==> src/rtl/uart_pkg.sv <==
// uart_pkg: state encoding and default frame constants shared by the UART receiver and transmitter.
package uart_pkg;
  localparam int OVERSAMPLE_DEF = 16;
  localparam int DATA_BITS_DEF = 8;
  typedef enum logic [1:0] {IDLE, START, DATA, STOP} uart_state_e;
endpackage

==> src/rtl/uart_receiver_baud_counter.sv <==
// BaudCounter: enable-driven oversampling tick counter with synchronous clear.
module BaudCounter #(
  parameter int W = 4
) (
  input  logic         clk,
  input  logic         rst,
  input  logic         en_i,
  input  logic         clr_i,
  output logic [W-1:0] cnt_o
);
  logic [W-1:0] cnt_q;
  always_ff @(posedge clk or posedge rst)
    if (rst) cnt_q <= '0;
    else if (clr_i) cnt_q <= '0;
    else if (en_i) cnt_q <= cnt_q + 1'b1;
  assign cnt_o = cnt_q;
endmodule

==> src/rtl/uart_receiver.sv <==
// uart_receiver: oversampled UART receiver with mid-bit sampling, framing-error and break handling.
module uart_receiver
  import uart_pkg::*;
#(
  parameter int OVERSAMPLE = OVERSAMPLE_DEF,
  parameter int DATA_BITS  = DATA_BITS_DEF
) (
  input  logic                 clk,
  input  logic                 rst,
  input  logic                 baud_tick,
  input  logic                 rx,
  output logic [DATA_BITS-1:0] data,
  output logic                 valid,
  output logic                 frame_err,
  output logic                 busy
);
  localparam int CW = $clog2(OVERSAMPLE);
  localparam int BW = $clog2(DATA_BITS + 1);
  localparam logic [CW-1:0] HALF = CW'(OVERSAMPLE / 2 - 1);
  localparam logic [CW-1:0] FULL = CW'(OVERSAMPLE - 1);
  localparam logic [BW-1:0] LAST = BW'(DATA_BITS - 1);
  uart_state_e          state_q;
  logic [1:0]           sync_q;
  logic                 prev_q;
  logic [BW-1:0]        bit_q;
  logic [DATA_BITS-1:0] shift_q;
  logic [DATA_BITS-1:0] data_q;
  logic                 valid_q;
  logic                 frame_err_q;
  logic [CW-1:0]        cnt;
  logic                 rx_s;
  logic                 mid;
  logic                 clr;
  assign rx_s = sync_q[1];
  assign mid  = (state_q == START) ? (cnt == HALF) : (cnt == FULL);
  assign clr  = baud_tick && (state_q == IDLE || mid);
  BaudCounter #(.W(CW)) u_cnt (
    .clk   (clk),
    .rst   (rst),
    .en_i  (baud_tick),
    .clr_i (clr),
    .cnt_o (cnt)
  );
  // prev_q follows every tick, so a low stop sample also blocks start detection until rx_s is seen high
  always_ff @(posedge clk or posedge rst) begin
    if (rst) begin
      sync_q      <= 2'b11;
      prev_q      <= 1'b1;
      state_q     <= IDLE;
      bit_q       <= '0;
      shift_q     <= '0;
      data_q      <= '0;
      valid_q     <= 1'b0;
      frame_err_q <= 1'b0;
    end else begin
      sync_q      <= {sync_q[0], rx};
      valid_q     <= 1'b0;
      frame_err_q <= 1'b0;
      if (baud_tick) begin
        prev_q <= rx_s;
        case (state_q)
          IDLE:  if (prev_q && !rx_s) state_q <= START;
          START: if (mid) begin
            state_q <= rx_s ? IDLE : DATA;
            bit_q   <= '0;
          end
          DATA:  if (mid) begin
            shift_q <= {rx_s, shift_q[DATA_BITS-1:1]};
            bit_q   <= bit_q + 1'b1;
            if (bit_q == LAST) state_q <= STOP;
          end
          STOP:  if (mid) begin
            state_q     <= IDLE;
            valid_q     <= rx_s;
            frame_err_q <= !rx_s;
            if (rx_s) data_q <= shift_q;
          end
          default: state_q <= IDLE;
        endcase
      end
    end
  end
  assign data      = data_q;
  assign valid     = valid_q;
  assign frame_err = frame_err_q;
  assign busy      = state_q != IDLE;
endmodule

==> config.mk <==
export PLATFORM = sky130hd
export DESIGN_NAME = uart_receiver
export DESIGN_NICKNAME = d
export VERILOG_FILES = /design/src/rtl/uart_pkg.sv /design/src/rtl/uart_receiver_baud_counter.sv /design/src/rtl/uart_receiver.sv
export SDC_FILE = /design/constraint.sdc
export NUM_CORES = 1
export LEC_CHECK = 0
export BUFFER_PORTS_ARGS = -buffer_cell sky130_fd_sc_hd__buf_2
export CAP_MARGIN = 20
export CORE_MARGIN = 10
export CORE_UTILIZATION = 40
export CTS_BUF_LIST = sky130_fd_sc_hd__clkbuf_4
export DETAILED_ROUTE_END_ITERATION = 6
export PLACE_DENSITY_LB_ADDON = 0.3
export SETUP_SLACK_MARGIN = 0.5
export SYNTH_ARGS = -nofsm -noshare
export SYNTH_HDL_FRONTEND = slang
export SYNTH_SLANG_ARGS = --single-unit
==> constraint.sdc <==
create_clock -name clk -period 4.62 [get_ports clk]
set_clock_uncertainty 0.05 [all_clocks]
set_input_delay 0.231 -clock clk [delete_from_list [all_inputs] [get_ports clk]]
set_output_delay 0.231 -clock clk [all_outputs]
set_load 0.005 [all_outputs]
Yosys cells after proc, flatten, opt, wreduce, memory -nomap -nowiden
Cells that the tools add are included.
W data, S select, Z words.
{"block": "word_totals", "reg_bits": 31, "input_bits": 4, "out_inout_bits": 11}
{"block": "classes", "add_sub_neg": 2, "eq_ne": 11, "n_mux": 19, "n_reduce_logical": 12}
{"cell": "$mux W4", "n": 4}
{"cell": "$mux W2", "n": 6}
{"cell": "$add A4 B1 Y4 const B", "n": 2}
{"cell": "$eq A4 B3 Y1 const B", "n": 2}
{"cell": "$ne A2 B2 Y1 const B", "n": 4}
{"cell": "$pmux W2 S4", "n": 1}
{"cell": "$pmux W4 S2", "n": 1}
{"cell": "$reduce_and A4 Y1", "n": 2}
{"cell": "$mux W1", "n": 7}
{"cell": "$reduce_and A6 Y1", "n": 1}
{"cell": "$reduce_bool A2 Y1", "n": 3}
{"cell": "$eq A2 B2 Y1 const B", "n": 2}
{"cell": "$eq A4 B4 Y1 const B", "n": 1}
{"cell": "$reduce_and A3 Y1", "n": 1}
{"cell": "$eq A2 B1 Y1 const B", "n": 1}
{"cell": "$logic_and A1 B1 Y1", "n": 2}
{"cell": "$logic_not A2 Y1", "n": 1}
{"cell": "$ne A2 B1 Y1 const B", "n": 1}
{"cell": "$logic_not A1 Y1", "n": 1}
{"cell": "$logic_or A1 B1 Y1", "n": 1}

Longest topological paths before layout
Gate-level depths: netlist of the first run.
{"block": "logic_depth", "depth_word": 5, "mapped_depth": 6, "ltp_nobuf": 5}

Cells and area by module
Synthesis of the first run repeated with hierarchy kept, for this count alone.
{"block": "hier_totals", "hier_cells": 106, "hier_area_um2": 1386.3}
{"module": "uart_receiver", "n_inst": 1, "cells_per_inst": 89, "area_per_inst_um2": 1189.9, "seq_area_each_um2": 679.4}
{"module": "BaudCounter", "n_inst": 1, "cells_per_inst": 17, "area_per_inst_um2": 196.4, "seq_area_each_um2": 100.1}

Worst setup path after synthesis of the first run
No wires, ideal clock.
{"block": "synth_path", "path_type": "register to register", "start": "register u_cnt.cnt_q[0], in the netlist u_cnt.cnt_o[0]", "end": "register data_q[0], in the netlist data[0]", "setup_time_ps": 125, "arrival_ps": 1495, "required_time_ps": 4445, "setup_slack_ps": 2950, "path_stages_with_launch": 7, "period_less_slack_ps": 1670, "path_cell_list": "dfrtp_1 -> ha_1 -> nand3_2 -> nor2_2 -> and3_1 -> buf_6 -> mux2_4"}
{"block": "synth_via", "elab_chain_cells": 3, "elab_cells_between_ends": 4}
{"element": "start: declaration", "line": "uart_receiver_baud_counter.sv:11", "rtl": "logic [W-1:0] cnt_q;"}
{"element": "start signal: assignment", "line": "uart_receiver_baud_counter.sv:15", "rtl": "else if (en_i) cnt_q <= cnt_q + 1'b1;"}
{"element": "$eq A4 B4 Y1 / $eq A4 B3 Y1 (equally long branches)", "line": "uart_receiver.sv:35", "rtl": "assign mid = (state_q == START) ? (cnt == HALF) : (cnt == FULL);"}
{"element": "$mux W1 (*)", "line": "uart_receiver.sv:35"}
{"element": "$reduce_and A4 Y1 (no source line) (*)"}
{"element": "end signal: assignment", "line": "uart_receiver.sv:76", "rtl": "if (rx_s) data_q <= shift_q;"}
{"element": "end: declaration", "line": "uart_receiver.sv:27", "rtl": "logic [DATA_BITS-1:0] data_q;"}
Every way passes the cells marked *; elsewhere a longest branch is shown, timed or not.
A chain may end at the register's enable or synchronous reset.

Worst setup path after layout of the first run
Same ends and word-level chain as after synthesis.

==> results.json, run 1 <==
{
  "track_usage": 0.0859,
  "max_freq_mhz": 495,
  "maxSlewHeadroom": 0.646,
  "crit_path_start": "u_cnt.cnt_o[0]$_DFFE_PP0P_",
  "dp_slack_ps": 2600,
  "portBuffers": 14,
  "ctsLongestPathBuffers": 2,
  "grt_pass1_wl_mm": 4.13,
  "h-tree-depth": 2,
  "design.core.area_um2": 3340,
  "via_per_inst": 4.89,
  "cts_setup_buffers": 0,
  "synth.distinct_cells": 32,
  "firstDrtPassIters": 4,
  "drtIter0Drc": 48,
  "worstPathMaxFanout": 9,
  "layout_commonest_cell": "dfrtp_1",
  "setup_viol": 0,
  "final_max_slew_viol_count": 0,
  "hp-start": "baud_tick",
  "period_minus_slack_ps": 2020,
  "setup-tns-final_ps": 0,
  "root_buffer": "clkbuf_4",
  "clock-sinks": 31,
  "clkTransAtPathRegs_ps": 90,
  "yosysSeqAreaShare": 0.568,
  "power_uw": 647,
  "r2r_start": "u_cnt.cnt_o[0]$_DFFE_PP0P_",
  "path_class": "flip-flop to flip-flop",
  "fin_crit_sh": 0.437,
  "grt_max_degree": 26,
  "post_dp_cell_area_um2": 1500,
  "fill_cells": 317,
  "wl_mm": 2.39,
  "multi_input_comb_area_um2": 536,
  "drive_gt1_frac": 0.276,
  "hold_path.class": "input port to flip-flop",
  "cp-start-kind": "flip-flop",
  "yosys_warnings": 0,
  "rsz0062_at_grt": "no",
  "die_area_um2": 6170,
  "p_leak_uw": 0.000780,
  "vdd_drop_max_uv": 225,
  "place_hpwl_mm": 1.69,
  "seq_area_um2": 779,
  "layout_setup_ws_ps": 2600,
  "wl_per_cell_um": 12.5,
  "final_area_um2": 1590,
  "finalHoldViolCount": 0,
  "dieHeight_um": 78.6,
  "numCtsBuffers": 5,
  "worstMarginPinSlew_ps": 531,
  "netlist_instances": 124,
  "power.density_nw_per_um2": 406,
  "io_pins": 15,
  "rows": 21,
  "avgSynthCellArea_um2": 11.1,
  "n_antenna_cell": 0,
  "vias": 934,
  "area_growth_pct": 16.1,
  "gp_congestion": 0.787,
  "final_cell_mix": "dfrtp_1, nand2_1, buf_2, nand3_1, mux2_4",
  "ys_ff_latch": 31,
  "cts_tree": "built",
  "cap_violations": 0,
  "syn-num-nets": 130,
  "drt_drc_violations_left": 0,
  "status": "finished clean",
  "nets": 150,
  "detail-route-antenna-nets": 0,
  "crit_path_end_kind": "flip-flop",
  "worstSkewPairLatency_ps": 330,
  "die_x_um": 78.6,
  "start_util": 0.411,
  "overflow": 0,
  "crit_required_ps": 4790,
  "antenna_found_initial": 0,
  "cp_data_arrival_time_ps": 2190,
  "grt_pass1_vias": 911,
  "syn_area_um2": 1370
}
-- synth_stat cells --
cell / count / area (um^2)
xor2_1: 1 / 8.76
inv_1: 7 / 26.3
mux2_4: 8 / 120
nor2_2: 1 / 6.26
dfstp_2: 3 / 78.8
nor3_1: 1 / 5.00
nand2_2: 1 / 6.26
ha_1: 2 / 25.0
nand3_2: 1 / 10.0
o21ai_0: 6 / 30.0
nand2_1: 27 / 101
o21ai_1: 2 / 10.0
or4_1: 1 / 7.51
a31oi_1: 3 / 18.8
nor2_1: 3 / 11.3
nand2b_1: 1 / 6.26
nand3_1: 8 / 40.0
xnor2_1: 2 / 17.5
clkbuf_1: 2 / 7.51
or3_4: 1 / 11.3
and3_1: 4 / 25.0
nor3_2: 1 / 10.0
nor4b_1: 1 / 8.76
mux2_2: 1 / 11.3
nand4b_1: 1 / 8.76
o22ai_1: 1 / 6.26
buf_6: 2 / 22.5
mux2i_1: 1 / 10.0
o31ai_1: 1 / 7.51
or2_2: 1 / 6.26
nand4_1: 1 / 6.26
dfrtp_1: 28 / 701
-- final timing paths --
check	endpoint	depth (start not counted)	slack, ps
hold / removal	u_cnt.cnt_o[0]$_DFFE_PP0P_	2	180
min in group asynchronous	u_cnt.cnt_o[2]$_DFFE_PP0P_	3	350
max in group asynchronous	prev_q$_DFFE_PP1P_	4	3660
hold reg to reg	sync_q[1]$_DFF_PP1_	0	310
setup reg to reg	data[0]$_DFFE_PP0P_	5	2600
setup / recovery	data[0]$_DFFE_PP0P_	5	2600
-- what timing repair did --
item	in CTS	in global routing
resized for setup	0	0
endpoints found under the setup margin	0	0
hold buffers	2	0
endpoints found under the hold margin	6	0
-- report_power, final --
| group | switching (uW) | internal (uW) |
|---|---|---|
| sequential | 42.0 | 299 |
| clock | 92.5 | 111 |
| combinational | 55.9 | 47.0 |
-- state kept, by name, indices dropped and copies added (netlist names), named ones only --
signal,count
state_q,1
data,8
bit_q,4
u_cnt.cnt_o,4
shift_q,8
valid,1
frame_err,1
prev_q,1
sync_q,2
-- cell families after synthesis --
| logic type | share of synthesized area |
|---|---|
| and+or+nand+nor | 0.197 |
| DFF | 0.568 |
| AOI/OAI and AO/OA | 0.0529 |
| buffers and inverters | 0.0411 |
| muxes | 0.103 |
| xor gates and xnor gates | 0.0192 |
| adders and majority gates | 0.0182 |
-- cell type report --
cell class	instances	share of cell area
Clock buffer	5	0.0236
Clock inverter	3	0.0244
Inverter	7	0.0165
Multi-Input combinational cell	82	0.336
Sequential cell	31	0.489
Tap cell	46	0.0361
Timing Repair Buffer	17	0.0738
-- per-stage QoR --
step                cells   util  hold slack [ps]
finish                191  0.477              183
global route          191  0.477              210
CTS                   191  0.477              174
detailed placement    181  0.448              160
global placement      180  0.440              286
floorplan             124      -              185
-- layer usage --
layer | global-route usage | share of wire | vias up
met5 | 0 | 0 | -
met4 | 0.0484 | 0.023 | 0
met3 | 0.0399 | 0.065 | 8
met2 | 0.132 | 0.46 | 16
met1 | 0.0968 | 0.45 | 453
li1 | - | - | 457
-- worst max-delay path, stage by stage (launching register included) --
cell	delay [ps]
dfrtp_1	400
ha_1	250
nand3_2	160
nor2_2	190
and3_1	520
mux2_4	350
(Power assumes the default switching activity.)
==> run 2: changes to the inputs <==
clock period = 2 ns   (was 4.62 ns; I/O delays follow)
==> run 2 against run 1 <==
  * Die area stayed put
  * Via count is 6.3% higher
  * Sequential power is 130% higher
  * Non-clock buffer count is 15 higher
  * Critical path depth stayed put
  * Final cell count is 8.4% higher
  * Count of clock-buffer cells in the layout stayed put
  * Global-route usage is 0.35 points higher
  * Critical endpoint is now data[1]$_DFFE_PP0P_
  * Largest cell class unchanged
  * Highest routed layer unchanged
==> results.json, run 2 (synthesis results as in run 1) <==
{
  "numCtsBuffers": 5,
  "overflow": 0,
  "dp_slack_ps": 353,
  "cts_tree": "built",
  "portBuffers": 14,
  "die_area_um2": 6170,
  "r2r_slack_ps": 460,
  "rr_worst_depth": 5,
  "hp-start": "baud_tick",
  "post_dp_cell_area_um2": 1510,
  "drt_drc_violations_left": 0,
  "fin_crit_sh": 0.770,
  "worstMarginPinSlew_ps": 391,
  "final_cell_mix": "nand2_1, dfrtp_1, buf_4, buf_2",
  "place_hpwl_mm": 1.71,
  "r2r_start": "u_cnt.cnt_o[1]$_DFFE_PP0P_",
  "root_buffer": "clkbuf_4",
  "gp_congestion": 0.782,
  "wl_per_cell_um": 12.8,
  "power.density_nw_per_um2": 884,
  "hold_depth": 2,
  "die_x_um": 78.6,
  "n_antenna_cell": 0,
  "period_minus_slack_ps": 1540,
  "whs_ps": 46.5,
  "rows": 21,
  "status": "finished clean",
  "start_util": 0.411,
  "setup_viol": 0,
  "track_usage": 0.0894,
  "io_pins": 15,
  "hold_path.class": "input port to flip-flop",
  "final_max_slew_viol_count": 0,
  "design.core.area_um2": 3340,
  "grt_pass1_vias": 971,
  "clock-sinks": 31,
  "vdd_drop_max_uv": 551,
  "r2r-end": "data[1]$_DFFE_PP0P_",
  "drive_gt1_frac": 0.379,
  "drtIter0Drc": 59,
  "worstSkewPairLatency_ps": 340,
  "crit_path_end_kind": "flip-flop",
  "dieHeight_um": 78.6,
  "rsz0062_at_grt": "yes",
  "via_per_inst": 4.80,
  "cap_violations": 0,
  "path_class": "flip-flop to flip-flop",
  "cp_data_arrival_time_ps": 1710,
  "ctsLongestPathBuffers": 2,
  "cp-start-kind": "flip-flop",
  "max_freq_mhz": 650,
  "detail-route-antenna-nets": 0,
  "fill_cells": 330,
  "grt_pass1_wl_mm": 4.33,
  "grt_max_degree": 32,
  "finalHoldViolCount": 0,
  "hold_path_end": "u_cnt.cnt_o[0]$_DFFE_PP0P_",
  "clkTransAtPathRegs_ps": 100,
  "antenna_found_initial": 0,
  "h-tree-depth": 2,
  "wl_mm": 2.66,
  "setup-tns-final_ps": 0,
  "area_growth_pct": 25.5,
  "nets": 166,
  "layout_setup_ws_ps": 461,
  "final_area_um2": 1720,
  "firstDrtPassIters": 4,
  "maxSlewHeadroom": 0.739,
  "vias": 993,
  "power_uw": 1520,
  "p_leak_uw": 0.000833,
  "worstPathMaxFanout": 6,
  "crit_required_ps": 2170
}
[run 2: power by group]
group	leakage, uW	switching, uW	internal (uW)
Clock	0.0000263	213	129
Combinational	0.000401	173	214
Sequential	0.000405	99.4	692
Total	0.000833	486	1040
[run 2: worst max path at each step]
| stage | startpoint | end | slack, ps |
|---|---|---|---|
| final | u_cnt.cnt_o[1]$_DFFE_PP0P_ | data[1]$_DFFE_PP0P_ | 460 |
| after global routing | u_cnt.cnt_o[1]$_DFFE_PP0P_ | data[1]$_DFFE_PP0P_ | 410 |
| after CTS | u_cnt.cnt_o[0]$_DFFE_PP0P_ | data[1]$_DFFE_PP0P_ | 410 |
| after detailed placement | u_cnt.cnt_o[0]$_DFFE_PP0P_ | data[1]$_DFFE_PP0P_ | 350 |
| after global placement | u_cnt.cnt_o[0]$_DFFE_PP0P_ | data[3]$_DFFE_PP0P_ | 420 |
| after floorplan | u_cnt.cnt_o[0]$_DFFE_PP0P_ | data[0]$_DFFE_PP0P_ | 440 |
[run 2: routing by layer]
layer	up-vias	track usage	routed length, um
met5	-	0	0
met4	0	0.0538	67
met3	8	0.0433	160
met2	20	0.134	1230
met1	473	0.101	1200
li1	492	-	-
[run 2: area by class of cell]
class / instances / area (um^2) / area share
inverters: 7 / 26.3 / 0.0153
well taps: 46 / 57.6 / 0.0335
repair buffers: 32 / 210 / 0.122
flip-flops and latches: 31 / 781 / 0.454
multi-input cells: 83 / 593 / 0.345
clock buffers: 5 / 37.5 / 0.0218
clock inverters: 3 / 15.0 / 0.00873
[run 2: stage by stage]
stage | std cells | util
6_report | 207 | 0.516
4_1_cts | 198 | 0.490
2_1_floorplan | 124 | -
3_3_place_gp | 182 | 0.454
5_1_grt | 207 | 0.516
3_5_place_dp | 182 | 0.454
[run 2: what timing repair did]
| item | CTS | global route |
|---|---|---|
| gates resized for setup | 2 | 4 |
| setup endpoints to repair | 21 | 15 |
| cloned | 1 | 0 |
| hold buffers | 2 | 0 |
| pin swaps | 4 | 4 |
| hold endpoints to repair | 29 | 0 |
| setup buffers | 5 | 9 |
[run 2: critical path, stage by stage (launching register included)]
cell and delay (ps):
dfrtp_1 410, ha_4 170, nand3_4 110, nor2_4 130, and3_4 260, mux2_4 310
==> run 3: changes to the inputs <==
clock period = 1.54 ns   (was 2 ns; I/O delays follow)
==> run 3 against run 2 <==
  * Setup slack worse by 410 ps
  * Highest routed layer unchanged
  * Sequential share of layout area is 3.4 points lower
  * Clock power is 81% higher
  * Worst hold slack better by 54 ps
  * Combinational power is 85% higher
  * Largest power group unchanged
  * Die area stayed put
  * Critical path depth stayed put
  * Final cell count is 1.9% higher
  * Power is 52% higher
  * Global-route usage is 0.69 points higher
  * Fmax is 3.0% higher
==> results.json, run 3 (synthesis results as in run 1) <==
{
  "status": "finished clean",
  "power_uw": 2310,
  "place_hpwl_mm": 1.87,
  "grt_pass1_wl_mm": 4.75,
  "drt_drc_violations_left": 0,
  "numCtsBuffers": 5,
  "rows": 21,
  "cpMaxStageDelayCell": "dfrtp_1",
  "clock-sinks": 31,
  "period_minus_slack_ps": 1490,
  "clkTransAtPathRegs_ps": 100,
  "grt_max_degree": 22,
  "setup_viol": 0,
  "finalHoldViolCount": 0,
  "detail-route-antenna-nets": 0,
  "critical_path.max_stage_delay_ps": 400,
  "ctsLongestPathBuffers": 2,
  "overflow": 0,
  "worstSkewPairLatency_ps": 330,
  "portBuffers": 14,
  "via_per_inst": 4.95,
  "design.core.area_um2": 3340,
  "final_max_slew_viol_count": 0,
  "antenna_found_initial": 0,
  "track_usage": 0.0962,
  "cts_tree": "built",
  "hold_path.class": "input port to flip-flop",
  "fin_crit_sh": 0.970,
  "h-tree-depth": 2,
  "crit_required_ps": 1710,
  "wl_per_cell_um": 13.1,
  "dieHeight_um": 78.6,
  "path_class": "flip-flop to flip-flop",
  "drtIter0Drc": 67,
  "fin_cells": 211,
  "worstPathMaxFanout": 5,
  "crit_chain": "ha_4 > nand3_4 > nor2_4 > and3_4 > mux2_4",
  "maxSlewHeadroom": 0.693,
  "die_area_um2": 6170,
  "whs_ps": 100,
  "final_cell_mix": "dfrtp_1, nand2_1, buf_4, buf_2, mux2_4",
  "dpl.cell_count": 193,
  "layout_commonest_cell": "dfrtp_1",
  "cap_violations": 0,
  "crit_path_end_kind": "flip-flop",
  "firstDrtPassIters": 3,
  "wl_mm": 2.76,
  "n_antenna_cell": 0,
  "grt_pass1_vias": 1089,
  "vias": 1045,
  "io_pins": 15,
  "multi_input_comb_area_um2": 646,
  "area_growth_pct": 35.7,
  "vdd_drop_max_uv": 878,
  "r2r_slack_ps": 50,
  "cp-start-kind": "flip-flop",
  "gp_congestion": 0.774,
  "fill_cells": 299,
  "cp_data_arrival_time_ps": 1660,
  "die_x_um": 78.6,
  "seq_area_um2": 781,
  "rsz0062_at_grt": "yes",
  "power.density_nw_per_um2": 1240,
  "start_util": 0.411,
  "nets": 170,
  "p_leak_uw": 0.000903,
  "max_freq_mhz": 669,
  "worstMarginPinSlew_ps": 461,
  "root_buffer": "clkbuf_4",
  "drive_gt1_frac": 0.467
}
## run 3: changes by cell type in the layout (fill, tap and decap cells not counted), moves of 2 or more
cell	change
o21ai_1	+3
o21ai_2	+2
nand3_1	-2
nand3_2	+2
and3_1	-2
buf_6	+5
o21ai_0	-5
## run 3: stage by stage
stage / worst slack [ps] / utilization / area, um^2 / TNS [ps]
global placement: 30.5 / 0.486 / 1620 / 0
CTS: 29.3 / 0.547 / 1830 / 0
global route: -44.6 / 0.558 / 1860 / -306
finish: 45.6 / 0.558 / 1860 / 0
detailed placement: -7.78 / 0.486 / 1620 / -17.3
floorplan: -16.1 / - / 1420 / -128
## run 3: cell type report
cell class	count	area share
clock inverters	3	0.0208
inverters	7	0.0141
clock buffers	5	0.0202
flip-flops and latches	31	0.420
well taps	46	0.0309
repair buffers	36	0.147
multi-input cells	83	0.347
## run 3: power by group
| group | total [uW] | internal, uW | leakage, uW | switching, uW |
|---|---|---|---|---|
| clock | 618 | 334 | 0.0000426 | 285 |
| sequential | 981 | 900 | 0.000405 | 81.8 |
| combinational | 715 | 370 | 0.000456 | 345 |
| total | 2310 | 1600 | 0.000903 | 711 |
## run 3: worst paths after layout
kind | from | cells past startpoint | to
max in group asynchronous | rst | 4 | data[7]$_DFFE_PP0P_
worst max-delay path | u_cnt.cnt_o[0]$_DFFE_PP0P_ | 5 | data[6]$_DFFE_PP0P_
worst min-delay path | baud_tick | 4 | state_q[0]$_DFFE_PP0P_
worst min register to register | sync_q[0]$_DFF_PP1_ | 0 | sync_q[1]$_DFF_PP1_
worst max register to register | u_cnt.cnt_o[0]$_DFFE_PP0P_ | 5 | data[6]$_DFFE_PP0P_
min in group asynchronous | rst | 3 | u_cnt.cnt_o[1]$_DFFE_PP0P_
## run 3: timing repair
| action | CTS | global route |
|---|---|---|
| endpoints found under the setup margin | 29 | 29 |
| endpoints found under the hold margin | 8 | 0 |
| hold buffers | 2 | 0 |
| pin swaps | 8 | 4 |
| buffers inserted | 7 | 0 |
| resized for setup | 18 | 7 |
| cloned | 1 | 0 |
## run 3: routing by layer
metal,share of wire,vias to the layer above,track usage
met2,0.48,19,0.161
met1,0.43,516,0.0981
met3,0.067,6,0.0467
li1,-,504,-
met5,0,-,0
met4,0.019,0,0.0484
## run 3: worst max-delay path, delay by kind of cell, from the launching register on
family | cells | cell delay, ps
simple gates | 3 | 450
mux | 1 | 310
flops | 1 | 400
fa+ha+maj | 1 | 160
